$ cat config.mk
export PLATFORM = sky130hd
export DESIGN_NAME = infer_seq_ctrl_flat
export DESIGN_NICKNAME = d
export VERILOG_FILES = /design/src/rtl/infer_seq_ctrl_if.sv /design/src/rtl/infer_seq_ctrl.sv /design/src/flat_wrapper.sv
export SDC_FILE = /design/constraint.sdc
export NUM_CORES = 1
export LEC_CHECK = 0
export CAP_MARGIN = 0
export CORE_MARGIN = 2
export CORE_UTILIZATION = 46
export CTS_BUF_LIST = sky130_fd_sc_hd__clkbuf_4
export DETAILED_ROUTE_END_ITERATION = 6
export PLACE_DENSITY = 0.75
export SLEW_MARGIN = 20
export SYNTH_ARGS = -nofsm -noshare
export SYNTH_HDL_FRONTEND = slang
export SYNTH_SLANG_ARGS = --single-unit
export TNS_END_PERCENT = 20
$ cat constraint.sdc
create_clock -name clk -period 2 [get_ports clk]
set_input_delay 0.3 -clock clk [delete_from_list [all_inputs] [get_ports clk]]
set_output_delay 0.3 -clock clk [all_outputs]
set_load 0.02 [all_outputs]
$ cat src/rtl/infer_seq_ctrl_if.sv
// infer_seq_ctrl_if: request/result handshake between a host and the inference sequencer
//   req_valid/req_ready : host asks for one inference (x_mem already loaded)
//   res_valid/res_ready : result transfer; res_class is the predicted class, res_err flags a watchdog expiry
//   modport master : host side (drives req_valid, res_ready)
//   modport slave  : sequencer side (drives req_ready, res_valid, res_class, res_err)
interface infer_seq_ctrl_if #(
    parameter int CLS_W = 4
);
    logic             req_valid;
    logic             req_ready;
    logic             res_valid;
    logic             res_ready;
    logic             res_err;
    logic [CLS_W-1:0] res_class;

    modport master (
        output req_valid, res_ready,
        input  req_ready, res_valid, res_class, res_err
    );

    modport slave (
        input  req_valid, res_ready,
        output req_ready, res_valid, res_class, res_err
    );
endinterface

$ cat src/rtl/infer_seq_ctrl.sv
// infer_seq_ctrl: MNIST inference sequencer, runs fc1 -> fc2 -> argmax and returns the class
//   clk, rst_n              : clock (rising edge), asynchronous active-low reset
//   host                    : request/result handshake (infer_seq_ctrl_if.slave)
//   cfg_we/cfg_sel/cfg_shift: shift-register write port, honoured only while idle (sel 0=fc1, 1=fc2)
//   fcN_start/fcN_done      : per-layer 1-cycle start pulse and completion pulse
//   fc1_shift, fc2_shift    : per-layer shift_right, stable while busy
//   am_start/am_done/am_class: argmax start, completion and result (valid with am_done)
//   busy                    : high whenever not idle
//   perf_cycles             : only with INFER_PERF_CNT_EN defined; cycles from accept to res_valid rise
// Optional feature macro: INFER_PERF_CNT_EN
module infer_seq_ctrl #(
    parameter int SHIFT_FC1_DEF = 7,
    parameter int SHIFT_FC2_DEF = 7,
    parameter int WDOG_CYCLES   = 65536,
    parameter int CLS_W         = 4
) (
    input  logic             clk,
    input  logic             rst_n,
    infer_seq_ctrl_if.slave  host,
    input  logic             cfg_we,
    input  logic             cfg_sel,
    input  logic [5:0]       cfg_shift,
    output logic             fc1_start,
    input  logic             fc1_done,
    output logic [5:0]       fc1_shift,
    output logic             fc2_start,
    input  logic             fc2_done,
    output logic [5:0]       fc2_shift,
    output logic             am_start,
    input  logic             am_done,
    input  logic [CLS_W-1:0] am_class,
    output logic             busy
`ifdef INFER_PERF_CNT_EN
    ,
    output logic [31:0]      perf_cycles
`endif
);
    localparam int WD_W = $clog2(WDOG_CYCLES) + 1;
    // The first wait cycle sees wd=0, so wd=WDOG_CYCLES-1 marks the last allowed cycle.
    localparam logic [WD_W-1:0] WD_LAST = WD_W'(WDOG_CYCLES - 1);

    typedef enum logic [2:0] {
        IDLE, F1_GO, F1_WAIT, F2_GO, F2_WAIT, AM_GO, AM_WAIT, RESULT
    } state_t;

    state_t           state, state_nx;
    logic [WD_W-1:0]  wd;
    logic [5:0]       shift1, shift2;
    logic [CLS_W-1:0] cls;
    logic             err;
    logic             waiting, done, expired, accept;

    always_comb begin
        waiting  = (state == F1_WAIT) || (state == F2_WAIT) || (state == AM_WAIT);
        // Only the done belonging to the current wait state counts; all others are ignored.
        done     = (state == F1_WAIT && fc1_done) || (state == F2_WAIT && fc2_done) ||
                   (state == AM_WAIT && am_done);
        expired  = waiting && (wd >= WD_LAST);
        accept   = (state == IDLE) && host.req_valid;
        state_nx = state;
        case (state)
            IDLE:    state_nx = host.req_valid ? F1_GO : IDLE;
            F1_GO:   state_nx = F1_WAIT;
            F1_WAIT: state_nx = done ? F2_GO : (expired ? RESULT : F1_WAIT);
            F2_GO:   state_nx = F2_WAIT;
            F2_WAIT: state_nx = done ? AM_GO : (expired ? RESULT : F2_WAIT);
            AM_GO:   state_nx = AM_WAIT;
            AM_WAIT: state_nx = (done || expired) ? RESULT : AM_WAIT;
            RESULT:  state_nx = host.res_ready ? IDLE : RESULT;
            default: state_nx = IDLE;
        endcase
    end

    always_comb begin
        fc1_start      = (state == F1_GO);
        fc2_start      = (state == F2_GO);
        am_start       = (state == AM_GO);
        host.req_ready = (state == IDLE);
        host.res_valid = (state == RESULT);
        host.res_class = cls;
        host.res_err   = err;
        busy           = (state != IDLE);
        fc1_shift      = shift1;
        fc2_shift      = shift2;
    end

    always_ff @(posedge clk or negedge rst_n) begin
        if (!rst_n) begin
            state  <= IDLE;
            wd     <= '0;
            shift1 <= 6'(SHIFT_FC1_DEF);
            shift2 <= 6'(SHIFT_FC2_DEF);
            cls    <= '0;
            err    <= 1'b0;
        end else begin
            state <= state_nx;
            wd    <= !waiting ? '0 : (wd == '1 ? wd : wd + 1'b1);
            if (state == IDLE && cfg_we && cfg_sel)
                shift2 <= cfg_shift;
            if (state == IDLE && cfg_we && !cfg_sel)
                shift1 <= cfg_shift;
            if (state == AM_WAIT && done) begin
                cls <= am_class;
                err <= 1'b0;
            end else if (expired && !done) begin
                cls <= '0;
                err <= 1'b1;
            end else if (state == RESULT && host.res_ready) begin
                cls <= '0;
                err <= 1'b0;
            end
        end
    end

`ifdef INFER_PERF_CNT_EN
    logic [31:0] run_cnt;

    // run_cnt counts edges since accept; the RESULT-entry edge itself adds the final +1.
    always_ff @(posedge clk or negedge rst_n) begin
        if (!rst_n) begin
            run_cnt     <= '0;
            perf_cycles <= '0;
        end else begin
            run_cnt <= accept ? '0 : (run_cnt == '1 ? run_cnt : run_cnt + 1'b1);
            if (state != RESULT && state_nx == RESULT)
                perf_cycles <= (run_cnt == '1) ? run_cnt : run_cnt + 1'b1;
        end
    end
`endif
endmodule

$ cat src/flat_wrapper.sv
// flat-port wrapper written by rule: the top's interface ports become plain ports
module infer_seq_ctrl_flat 
#(
    parameter int SHIFT_FC1_DEF = 7,
    parameter int SHIFT_FC2_DEF = 7,
    parameter int WDOG_CYCLES   = 65536,
    parameter int CLS_W         = 4
)
  (clk, rst_n, cfg_we, cfg_sel, cfg_shift, fc1_start, fc1_done, fc1_shift, fc2_start, fc2_done, fc2_shift, am_start, am_done, am_class, busy, host_req_valid, host_res_ready, host_req_ready, host_res_valid, host_res_class, host_res_err);
  infer_seq_ctrl_if #(.CLS_W(CLS_W)) host_i ();
  input  logic clk;
  input  logic rst_n;
  input  logic cfg_we;
  input  logic cfg_sel;
  input  logic [5:0] cfg_shift;
  output logic fc1_start;
  input  logic fc1_done;
  output logic [5:0] fc1_shift;
  output logic fc2_start;
  input  logic fc2_done;
  output logic [5:0] fc2_shift;
  output logic am_start;
  input  logic am_done;
  input  logic [CLS_W-1:0] am_class;
  output logic busy;
  input wire logic [$bits(host_i.req_valid)-1:0] host_req_valid;
  input wire logic [$bits(host_i.res_ready)-1:0] host_res_ready;
  output wire logic [$bits(host_i.req_ready)-1:0] host_req_ready;
  output wire logic [$bits(host_i.res_valid)-1:0] host_res_valid;
  output wire logic [$bits(host_i.res_class)-1:0] host_res_class;
  output wire logic [$bits(host_i.res_err)-1:0] host_res_err;
  assign host_i.req_valid = host_req_valid;
  assign host_i.res_ready = host_res_ready;
  assign host_req_ready = host_i.req_ready;
  assign host_res_valid = host_i.res_valid;
  assign host_res_class = host_i.res_class;
  assign host_res_err = host_i.res_err;
  infer_seq_ctrl #(.SHIFT_FC1_DEF(SHIFT_FC1_DEF), .SHIFT_FC2_DEF(SHIFT_FC2_DEF), .WDOG_CYCLES(WDOG_CYCLES), .CLS_W(CLS_W)) u_core (.clk(clk), .rst_n(rst_n), .host(host_i), .cfg_we(cfg_we), .cfg_sel(cfg_sel), .cfg_shift(cfg_shift), .fc1_start(fc1_start), .fc1_done(fc1_done), .fc1_shift(fc1_shift), .fc2_start(fc2_start), .fc2_done(fc2_done), .fc2_shift(fc2_shift), .am_start(am_start), .am_done(am_done), .am_class(am_class), .busy(busy));
endmodule
==> flow_summary.json <==
{
  "grt_overflow": 0,
  "final_core_util_pct": 69.6,
  "final_cells": 291,
  "synth_edf_count": 0,
  "crit_required_ns": 2.29,
  "hp-class": "input port to asynchronous set/reset pin",
  "syn2layout_area_growth_pct": 42.2,
  "maxCapViolCount": 0,
  "placed_cells": 279,
  "cts_buffers": 5,
  "skew_ns": 0.00792,
  "grt_pass1_wl_mm": 7.03,
  "drive_gt1_share_pct": 31.3,
  "final_nets": 264,
  "cts_max_level": 2,
  "grt_max_degree": 38,
  "drt_iter0_drc": 43,
  "vias_per_cell": 5.32,
  "clk_root_buffer_cell": "clkbuf_4",
  "final_cell_mix": "clkdlybuf4s50_1 (35), dfrtp_1 (31), buf_4 (26)",
  "place.gp.congestion": 0.826,
  "grt_pass1_vias": 1574,
  "drt_wl_total_mm": 4.42,
  "violations": "setup timing",
  "drt_pre_antenna_iters": 4,
  "dp_hpwl_mm": 3.17,
  "die_y_um": 67.1,
  "criticalPathCategory": "flip-flop to flip-flop",
  "numPortBuffers": 41,
  "power.leakage_nw": 1.14,
  "finalHoldViolations": 0,
  "p_total_mw": 3.04,
  "worstSetupStartpointType": "flip-flop",
  "worst_hold_slack_ns": 0.336,
  "p_per_area_nw_per_um2": 1170,
  "syn_nets": 197,
  "n_antenna_cell": 0,
  "synth_area_um2": 1830,
  "r2r_setup_slack_ns": -0.07,
  "routedWlPerCell_um": 15.2,
  "seq_area_frac_synth_pct": 51.0,
  "die_w_um": 67.1,
  "avgSynthCellArea_um2": 10.5,
  "rr_worst_depth": 8,
  "dieArea_um2": 4500,
  "vias": 1549,
  "rsz0062_at_grt": "yes",
  "worstMarginPinSlew_ns": 0.450,
  "cts.sinks": 37,
  "cts_tree": "yes",
  "antenna_found_initial": 0,
  "ios": 42,
  "fmax_mhz": 483,
  "rows": 22,
  "path_clk_slew_ns": 0.12,
  "drc": 0,
  "fin_crit_sh_pct": 104,
  "slew_headroom_pct": 70.0,
  "coreArea_um2": 3740,
  "slew_violations": 0,
  "ys_ff_latch": 37,
  "yosysWarnings": 0,
  "status": "finished, violations left",
  "num-fill-cells": 283,
  "fin_crit_ns": 2.07,
  "track_usage_pct": 21.1,
  "synthFlopType": "dfrtp_1",
  "initial_core_util_pct": 48.9,
  "setup_violations": 7,
  "cts_buffer_depth": 2,
  "netlist_instances": 175,
  "worst_setup_path_end_kind": "flip-flop",
  "synth_cell_types": 39,
  "crit_arrival_ns": 2.36,
  "ant_nets": 0,
  "layout_setup_ws_ns": -0.0715,
  "critPathMaxFanout": 5,
  "layout_commonest_cell": "clkdlybuf4s50_1",
  "peakVddDrop_v": 0.000613,
  "async_reset_ff_share_pct": 100,
  "insertion_delay_ns": 0.36
}
final cells by class:
| cell class | count | area, µm² | share of cell area, % |
|---|---|---|---|
| inverters | 4 | 15.0 | 0.577 |
| well taps | 48 | 60.1 | 2.31 |
| clock inverters | 3 | 41.3 | 1.59 |
| clock buffers | 5 | 37.5 | 1.44 |
| repair buffers | 67 | 602 | 23.1 |
| multi-input cells | 127 | 915 | 35.1 |
| flip-flops and latches | 37 | 933 | 35.8 |
critical path: stages, from the launching register on:
cell     delay (ns)
dfrtp_1        0.40
and4_4         0.21
nand2_2        0.09
nor4_4         0.05
ha_2           0.20
and4b_2        0.28
nand4_1        0.20
or3_1          0.44
a21oi_2        0.14
cells in the mapped netlist (2+ instances only):
cell type,count,area [µm²]
nand3b_1,2,15.0
buf_2,2,10.0
xor2_1,6,52.6
o21ai_0,10,50.1
ha_1,3,37.5
a21o_2,2,17.5
dfstp_2,6,158
a21oi_1,11,55.1
nand3_1,7,35.0
and3_1,2,12.5
nor3_1,3,15.0
nand2_1,15,56.3
mux2i_1,3,30.0
inv_1,4,15.0
clkbuf_1,2,7.51
xnor2_1,4,35.0
mux2_2,13,146
nand4_1,7,43.8
or3_1,4,25.0
nor2_1,19,71.3
buf_6,2,22.5
dfrtp_1,31,776
per-stage QoR:
step / worst slack (ns) / setup TNS, ns / instance area, µm²
after floorplan: -0.0691 / -0.264 / 1850
after global placement: 0.0451 / 0 / 2430
after detailed placement: -0.0622 / -0.0876 / 2430
after CTS: -0.123 / -0.202 / 2510
after global routing: -0.251 / -1.70 / 2600
final: -0.0715 / -0.301 / 2600
flip-flops by register name, summed over array words and instances, names as in the netlist:
name / count
u_core.wd: 17
u_core.fc1_shift: 6
u_core.fc2_shift: 6
u_core.host.res_class: 4
u_core.state: 3
u_core.host.res_err: 1
cells by family after synthesis:
family / share of synthesized area, %
fa+ha+maj: 2.05
simple gates: 20.4
flops: 51.0
mux: 9.64
buf+inv: 3.21
xor+xnor: 4.78
compound gates: 8.89
report_power, final:
group / total, mW / internal (mW) / switching (mW)
sequential: 1.14 / 0.997 / 0.143
clock: 0.519 / 0.259 / 0.260
combinational: 1.38 / 0.666 / 0.718
total: 3.04 / 1.92 / 1.12
per-layer routing:
layer,up-vias,part of all wire (%),track usage (%)
li1,750,-,-
met1,756,40,24.2
met2,36,54,37.9
met3,7,4.8,5.57
met4,0,1.3,6.89
met5,-,0,0
repair_timing:
item | 4_1_cts | 5_1_grt
hold buffers | 0 | 0
endpoints found under the setup margin | 9 | 18
setup buffers | 0 | 4
pin swaps | 2 | 16
gates resized for setup | 7 | 15
final timing paths:
path                                     startpoint                       end
max in group asynchronous                     rst_n       u_core.fc2_shift[1]
min in group clk                        am_class[3]  u_core.host.res_class[3]
worst min-delay path                          rst_n              u_core.wd[2]
worst min register to register  u_core.host.res_err       u_core.host.res_err
worst max register to register         u_core.wd[7]             u_core.wd[13]
worst max-delay path                   u_core.wd[7]             u_core.wd[13]
No activity file was read; power rests on OpenSTA's default activity.
